## src/rtl/seq_alu.sv

```systemverilog
// seq_alu: handshaked ALU; base ops registered with latency 1, RV32M ops iterate radix-2 for WIDTH+1 cycles.
// Holds result while out_valid && !out_ready; `SEQ_ALU_MULDIV_EN enables the M datapath (otherwise M ops return 0).
module seq_alu #(
    parameter int WIDTH = 32,
    parameter int SHW   = $clog2(WIDTH)
) (
    input  logic             clk,
    input  logic             rst_n,
    input  logic             in_valid,
    output logic             in_ready,
    input  logic [4:0]       op,
    input  logic [WIDTH-1:0] data_a,
    input  logic [WIDTH-1:0] data_b,
    output logic             out_valid,
    input  logic             out_ready,
    output logic [WIDTH-1:0] result,
    output logic             busy
);

`ifdef SEQ_ALU_MULDIV_EN
    typedef enum logic [1:0] {IDLE = 2'd0, MUL = 2'd1, DIV = 2'd2, DONE = 2'd3} state_t;
`else
    typedef enum logic [1:0] {IDLE = 2'd0, DONE = 2'd3} state_t;
`endif

    state_t           state, state_nxt;
    logic             accept;
    logic             go_iter;
    logic [WIDTH-1:0] base_res, imm_res;

    always_comb begin
        base_res = '0;
        case (op[3:0])
            4'b0000: base_res = data_a + data_b;
            4'b1000: base_res = data_a - data_b;
            4'b0001: base_res = data_a << data_b[SHW-1:0];
            4'b0010: base_res = {{(WIDTH-1){1'b0}}, $signed(data_a) < $signed(data_b)};
            4'b0011: base_res = {{(WIDTH-1){1'b0}}, data_a < data_b};
            4'b0100: base_res = data_a ^ data_b;
            4'b0101: base_res = data_a >> data_b[SHW-1:0];
            4'b1101: base_res = $signed(data_a) >>> data_b[SHW-1:0];
            4'b0110: base_res = data_a | data_b;
            4'b0111: base_res = data_a & data_b;
            4'b1110: base_res = data_a;
            4'b1111: base_res = data_b;
            default: base_res = '0;
        endcase
    end

`ifdef SEQ_ALU_MULDIV_EN
    localparam logic [WIDTH-1:0] SMIN = {1'b1, {(WIDTH-1){1'b0}}};
    localparam logic [SHW-1:0]   LAST = SHW'(WIDTH - 1);

    logic [SHW-1:0]     cnt;
    logic [WIDTH-1:0]   opnd, hi, lo, hi_nxt, lo_nxt;
    logic               neg;
    logic [2:0]         mop;
    logic               sgn_a, sgn_b;
    logic [WIDTH-1:0]   mag_a, mag_b;
    logic [WIDTH:0]     mul_sum, div_trial, div_diff;
    logic [2*WIDTH-1:0] prod_fix;
    logic [WIDTH-1:0]   q_fix, r_fix, fin_res;

    // Divide-by-zero and signed overflow finish immediately instead of iterating.
    always_comb begin
        imm_res = base_res;
        go_iter = 1'b0;
        if (op[4]) begin
            imm_res = '0;
            if (!op[2])
                go_iter = 1'b1;
            else if (data_b == '0)
                imm_res = op[1] ? data_a : '1;
            else if (!op[0] && data_a == SMIN && data_b == '1)
                imm_res = op[1] ? '0 : data_a;
            else
                go_iter = 1'b1;
        end
    end

    always_comb begin
        sgn_a = data_a[WIDTH-1] && (op[2:0] inside {3'b001, 3'b010, 3'b100, 3'b110});
        sgn_b = data_b[WIDTH-1] && (op[2:0] inside {3'b001, 3'b100, 3'b110});
        mag_a = sgn_a ? -data_a : data_a;
        mag_b = sgn_b ? -data_b : data_b;
    end

    // {hi,lo} is the shifting product for multiply, {remainder,quotient} for divide.
    always_comb begin
        mul_sum   = {1'b0, hi} + {1'b0, {WIDTH{lo[0]}} & opnd};
        div_trial = {hi, lo[WIDTH-1]};
        div_diff  = div_trial - {1'b0, opnd};
        if (!mop[2]) begin
            hi_nxt = mul_sum[WIDTH:1];
            lo_nxt = {mul_sum[0], lo[WIDTH-1:1]};
        end else if (!div_diff[WIDTH]) begin
            hi_nxt = div_diff[WIDTH-1:0];
            lo_nxt = {lo[WIDTH-2:0], 1'b1};
        end else begin
            hi_nxt = div_trial[WIDTH-1:0];
            lo_nxt = {lo[WIDTH-2:0], 1'b0};
        end
        prod_fix = neg ? -{hi_nxt, lo_nxt} : {hi_nxt, lo_nxt};
        q_fix    = neg ? -lo_nxt : lo_nxt;
        r_fix    = neg ? -hi_nxt : hi_nxt;
        if (!mop[2])
            fin_res = (mop[1:0] == 2'b00) ? prod_fix[WIDTH-1:0] : prod_fix[2*WIDTH-1:WIDTH];
        else
            fin_res = mop[1] ? r_fix : q_fix;
    end

    always_ff @(posedge clk or negedge rst_n) begin
        if (!rst_n) begin
            cnt  <= '0;
            opnd <= '0;
            hi   <= '0;
            lo   <= '0;
            neg  <= 1'b0;
            mop  <= '0;
        end else if (accept) begin
            cnt  <= '0;
            mop  <= op[2:0];
            neg  <= (op[2] && op[1]) ? sgn_a : (sgn_a ^ sgn_b);
            hi   <= '0;
            opnd <= op[2] ? mag_b : mag_a;
            lo   <= op[2] ? mag_a : mag_b;
        end else if (busy) begin
            cnt <= cnt + 1'b1;
            hi  <= hi_nxt;
            lo  <= lo_nxt;
        end
    end
`else
    always_comb begin
        imm_res = op[4] ? '0 : base_res;
        go_iter = 1'b0;
    end
`endif

    always_comb begin
        state_nxt = state;
        in_ready  = 1'b0;
        out_valid = 1'b0;
        busy      = 1'b0;
        case (state)
            IDLE: in_ready = 1'b1;
            DONE: begin
                out_valid = 1'b1;
                in_ready  = out_ready;
                if (out_ready)
                    state_nxt = IDLE;
            end
`ifdef SEQ_ALU_MULDIV_EN
            MUL, DIV: begin
                busy = 1'b1;
                if (cnt == LAST)
                    state_nxt = DONE;
            end
`endif
            default: state_nxt = IDLE;
        endcase
        accept = in_valid && in_ready;
        if (accept) begin
            state_nxt = DONE;
`ifdef SEQ_ALU_MULDIV_EN
            if (go_iter)
                state_nxt = op[2] ? DIV : MUL;
`endif
        end
    end

    always_ff @(posedge clk or negedge rst_n) begin
        if (!rst_n)
            state <= IDLE;
        else
            state <= state_nxt;
    end

    always_ff @(posedge clk or negedge rst_n) begin
        if (!rst_n)
            result <= '0;
        else if (accept && !go_iter)
            result <= imm_res;
`ifdef SEQ_ALU_MULDIV_EN
        else if (busy && cnt == LAST)
            result <= fin_res;
`endif
    end

endmodule

```

## config.mk

```make
export PLATFORM = sky130hd
export DESIGN_NAME = seq_alu
export DESIGN_NICKNAME = d
export VERILOG_FILES = /design/src/rtl/seq_alu.sv
export SDC_FILE = /design/constraint.sdc
export NUM_CORES = 1
export LEC_CHECK = 0
export ABC_AREA = 1
export BUFFER_PORTS_ARGS = -buffer_cell sky130_fd_sc_hd__buf_2
export CAP_MARGIN = 0
export CORE_ASPECT_RATIO = 2
export CORE_MARGIN = 2
export CORE_UTILIZATION = 30
export DETAILED_ROUTE_END_ITERATION = 6
export GPL_TIMING_DRIVEN = 1
export HOLD_SLACK_MARGIN = 0.1
export PLACE_DENSITY_LB_ADDON = 0.3
export SYNTH_ARGS = -nofsm -noshare
export SYNTH_HDL_FRONTEND = slang
export SYNTH_SLANG_ARGS = --single-unit
export TNS_END_PERCENT = 5
```

## constraint.sdc

```tcl
create_clock -name clk -period 1.4 [get_ports clk]
set_input_delay 0.21 -clock clk [delete_from_list [all_inputs] [get_ports clk]]
set_output_delay 0.21 -clock clk [all_outputs]
set_load 0.05 [all_outputs]
```

# == Yosys cells after proc, flatten, opt, wreduce, memory -nomap -nowiden ==
# Cells that the tools add are included.
# totals
reg_bits,34
wordCells,37
# classes
mux,7
bitwise_logic,3
n_eq_ne,14
n_reduce_logical,4
n_shift,3
order_cmp,2
n_addsub,2
# ops
cell,count
32-bit one-hot mux with 12 select lines,1
32-bit less-than comparator,2
32-bit adder,1
32-bit bitwise AND,1
32-bit 2-to-1 mux,1
32-bit bitwise OR,1
32-bit by 5-bit << shifter with 32-bit output,1
32-bit by 5-bit >> shifter with 32-bit output,1
32-bit by 5-bit >>> shifter with 32-bit output,1
32-bit subtractor,1
32-bit bitwise XOR,1
4-bit by 3-bit equality test with 1-bit output (second input constant),4
4-bit equality test (second input constant),4
4-bit by 2-bit equality test with 1-bit output (second input constant),2
4-bit by 1-bit equality test with 1-bit output (second input constant),1
4-bit zero test,1
2-bit 2-to-1 mux,2
2-bit one-hot mux with 2 select lines,1
3-bit inequality test (second input constant),1
2-bit equality test (second input constant),1
2-bit zero test,1
2-bit inequality test (second input constant),1
1-bit one-hot mux with 2 select lines,1
2-bit AND reduction,1
other kinds (2),2

# == Logic depth before layout (Yosys ltp) ==
# depth
ltp_word,5
depth_mapped,20
mapped_depth_nobuf,18

# == Worst setup path after synthesis ==
# OpenSTA, ideal clock, no wires.
# synth_timing
path_kind,input to register
start,input data_b[3]
end,register result[0]
path_stages,20
path_buffers,4
path_slack_ns,-1.039
t_arrival_ns,2.321
path_cell_list,buf_2 -> inv_2 -> buf_2 -> buf_1 -> ha_1 -> buf_2 -> nor2_1 -> nand2_1 -> nand3_1 -> nand3_1 -> nand2_1 -> nand2_1 -> nand2_1 -> nand2_1 -> nand3_1 -> nand2_1 -> inv_1 -> nand2_1 -> nand2_1 -> nand2_1
# synth_via
elab_chain_len,3
word_cells_on_any_way,7
cone_classes,order compare: 2; shift: 3; mux: 2
# synth_rtl
item,line_no,rtl
"start, declared",13,"input logic [WIDTH-1:0] data_b,"
"32-bit less-than comparator, or another cell as far along",38,"4'b0011: base_res = {{(WIDTH-1){1'b0}}, data_a < data_b};"
32-bit one-hot mux with 12 select lines (*),33,case (op[3:0])
32-bit 2-to-1 mux (*),135,imm_res = op[4] ? '0 : base_res;
"end signal, assigned",183,result <= imm_res;
"end, declared",16,"output logic [WIDTH-1:0] result,"
# Every way passes the cells marked *; elsewhere a longest branch is shown, timed or not.
# A chain may end at the register's enable or synchronous reset.

# == Final worst setup path ==
# layout_timing
start,input data_a[1]
end,register result[4]
# layout_via
elab_chain_len,3
word_cells_on_any_way,7
cone_classes,add/sub: 2; shift: 3; mux: 2
# layout_rtl
item,line_no,rtl
"start, declared",12,"input logic [WIDTH-1:0] data_a,"
"32-bit subtractor, or another cell as far along",35,4'b1000: base_res = data_a - data_b;
32-bit one-hot mux with 12 select lines (*),33,
32-bit 2-to-1 mux (*),135,
# Marked as above.

==> impl_metrics.json <==
{
  "status": "finished, violations left",
  "violations": "negative setup slack",
  "cts_tree": "done",
  "fp.dieW_um": 146,
  "synth_compound_area_share_pct": 8.81,
  "hold_viol": 0,
  "synth_cells": 2430,
  "power.internal_mw": 4.45,
  "drcViolationCount": 0,
  "yosys_warnings": 0,
  "grt_max_degree": 63,
  "synth.net_count": 2619,
  "yosysUniqueCellTypes": 38,
  "fp.coreArea_um2": 39900,
  "drv_cap": 0,
  "die_area_um2": 42000,
  "drt_iter0_drc": 1846,
  "finalClockSkew_ps": 9.99,
  "leakage_nw": 10.4,
  "synthSimpleGateAreaFrac_pct": 57.3,
  "critPathKind": "in2reg",
  "synth.avg_cell_area_um2": 4.97,
  "worst_slew_pin_slew_ps": 652,
  "crit_path_max_fanout": 4,
  "finish.instance_area_um2": 18300,
  "cp_top_family": "simple AND/OR/NAND/NOR gates",
  "fin_crit_ps": 1950,
  "cp-start-kind": "input port",
  "place.detailed.hpwl_mm": 59.6,
  "grt_util_all_layers_pct": 33.2,
  "synth-edff-count": 0,
  "min_path_type": "in2reg",
  "required_ps": 1590,
  "slowest_stage": "fa_2",
  "clk_pin_slew_ps": 70,
  "portBuffers": 106,
  "nets": 3158,
  "critical_path.cell_chain": "buf_8 > clkinvlp_4 > fa_2 > inv_4 > nand3_4 > nand3_4 > buf_6 > nand2_1 > nand2_1 > o211ai_1 > nor2_1 > buf_4 > nand4_1 > nand2_1 > nand2_1",
  "synth_top_cell_by_area": "nand2_1",
  "grt_setup_unrepaired": "true",
  "async_reset_ff_share_pct": 100,
  "p_switching_mw": 4.95,
  "routed_wl_mm": 71.2,
  "fp.dieH_um": 288,
  "synthXorXnorAreaFrac_pct": 0,
  "synthToLayoutAreaGrowth_pct": 51.3,
  "fmax_mhz": 513,
  "muxShareOfSynthArea_pct": 0,
  "first_pass_iters": 6,
  "cts_sinks": 33,
  "peakVddDrop_uv": 458,
  "clkPwrFrac_pct": 12.8,
  "grt_pass1_vias": 17843,
  "worstSkewPairLatency_ps": 300,
  "io_pins": 108,
  "grt-ovfl-total": 0,
  "p_seq_share_pct": 12.0,
  "drive_gt1_share_pct": 29.4,
  "yosys-top-cells-count": "906 x nand2_1, 438 x nand3_1, 337 x inv_1",
  "start_util_pct": 30.2,
  "combPwrFrac_pct": 75.2,
  "tns_ps": -13900,
  "drv_slew": 0,
  "crit_buf_inv": 5,
  "synth.top_cell.area_share_pct": 28.2,
  "fin_crit_sh_pct": 139,
  "cpMostUsedCell": "nand2_1",
  "synth_area_leaders": "nand2_1 28%, nand3_1 18%, ha_1 12%, inv_1 10%, dfrtp_1 6.8%",
  "synth_seq_area_share_pct": 6.84,
  "synth_seq_cells": 33,
  "numCtsBuffers": 5,
  "drt-vias-per-instance": 5.24,
  "cts_buffer_depth": 2,
  "setup_ws_ps": -551,
  "cts_root_buf": "clkbuf_16",
  "rows": 104,
  "yosysMostFrequentCell": "nand2_1",
  "htree_levels": 2,
  "power_density_nw_per_um2": 515,
  "cp_slowest_stage_delay_ps": 470,
  "ant_nets": 0,
  "synth_top_family_by_area": "simple AND/OR/NAND/NOR gates",
  "finalSetupViolations": 32,
  "grt_pass1_wl_mm": 106,
  "synth_fa_ha_area_share_pct": 12.1,
  "gp_congestion": 1.09,
  "placed_area_um2": 17100,
  "synthFlopType": "dfrtp_1",
  "critPathArrivalTime_ps": 2140,
  "vias": 18342,
  "endpoint_kind": "flip-flop",
  "antenna_found_initial": 1,
  "antenna_cells": 0,
  "post_drt_wl_per_cell_um": 20.4,
  "switching_share_pct": 52.7,
  "netlist_area_um2": 12100,
  "slew_headroom_pct": 56.5
}
-- sequential cells by signal, summed over array words and instances (netlist names) --
register	cells
result	32
state	1
-- cell type report --
cell class	instances	area [um^2]
Multi-Input combinational cell	1944	10400
Clock buffer	5	125
Sequential cell	33	826
Tap cell	530	663
Timing Repair Buffer	636	4890
Clock inverter	3	17.5
Fill cell	4387	21700
Inverter	349	1320
-- power by group through the flow --
stage / Sequential (mW) / Clock (mW) / Combinational, mW
3_5_place_dp: 1.14 / 0 / 6.38
3_3_place_gp: 1.15 / 0 / 6.36
5_1_grt: 1.13 / 1.24 / 7.59
6_report: 1.13 / 1.20 / 7.07
4_1_cts: 1.13 / 1.21 / 6.68
2_1_floorplan: 1.42 / 0 / 2.89
-- path summary, 6_finish.rpt --
check	start	end	slack, ps	cells after the start
max in group asynchronous	rst_n	result[6]$_DFFE_PN0P_	510	3
hold reg to reg	result[26]$_DFFE_PN0P_	result[26]$_DFFE_PN0P_	480	2
min in group asynchronous	rst_n	result[25]$_DFFE_PN0P_	380	2
setup reg to reg	state[0]$_DFFE_PN0P_	result[19]$_DFFE_PN0P_	-210	7
setup / recovery	data_a[1]	result[4]$_DFFE_PN0P_	-550	15
hold / removal	out_ready	state[0]$_DFFE_PN0P_	250	5
-- through the flow --
stage / hold slack (ps) / utilization, % / std cells / setup WS [ps] / total power [mW]
6_report: 246 / 45.7 / 3500 / -551 / 9.40
5_1_grt: 259 / 45.7 / 3500 / -637 / 9.96
4_1_cts: 247 / 44.6 / 3497 / -536 / 9.02
3_5_place_dp: 186 / 42.7 / 3481 / -1150 / 7.53
3_3_place_gp: 188 / 42.7 / 3481 / -1170 / 7.51
2_1_floorplan: -85.6 / - / 2430 / -560 / 4.31
-- worst reg2reg max path, delay by kind of cell, from the launching register on --
family	cells	cell delay, ps
AO/OA/AOI/OAI	1	320
buffers and inverters	2	470
flip-flops	1	390
AND/OR/NAND/NOR	4	380
-- what timing repair did --
action	4_1_cts	5_1_grt
resized for setup	137	129
endpoints found under the setup margin	32	32
setup buffers	7	3
pin swaps	21	34
hold endpoints to repair	16	0
hold buffers	1	0
-- logic make-up after synthesis --
logic type | Yosys count
and+or+nand+nor | 1639
DFF | 33
other | 1
adders and majority gates | 116
AOI/OAI and AO/OA | 188
buffers and inverters | 453
-- layout by cell type, fill, tap and decap left out, types with 18 or more instances in the layout --
master   netlist  final
a21oi_2        0     18
nand2_2        4     45
inv_1        337    315
o21ai_0       53     38
a21oi_1       59     41
nand4_1       26     26
buf_4          5    493
ha_1         114     86
nand2_1      906    857
dfrtp_1       33     33
nand3_2        0     27
nor2_1       199    153
buf_2         59    101
nor2_2         4     37
nor3_1        33     28
inv_2         11     29
o22ai_1       32     32
o21ai_1       13     24
buf_12         0     23
nand3_1      438    408
ha_4           0     24
-- per-layer routing --
layer  share of wire (%)  vias to the layer above  track usage, %
met5                   0                        -               0
met4                 9.5                        0            23.9
met3                 7.2                      264            4.07
met2                  46                      955            56.1
met1                  38                     8330            38.7
li1                    -                     8793               -
No activity file was read; power rests on OpenSTA's default activity.
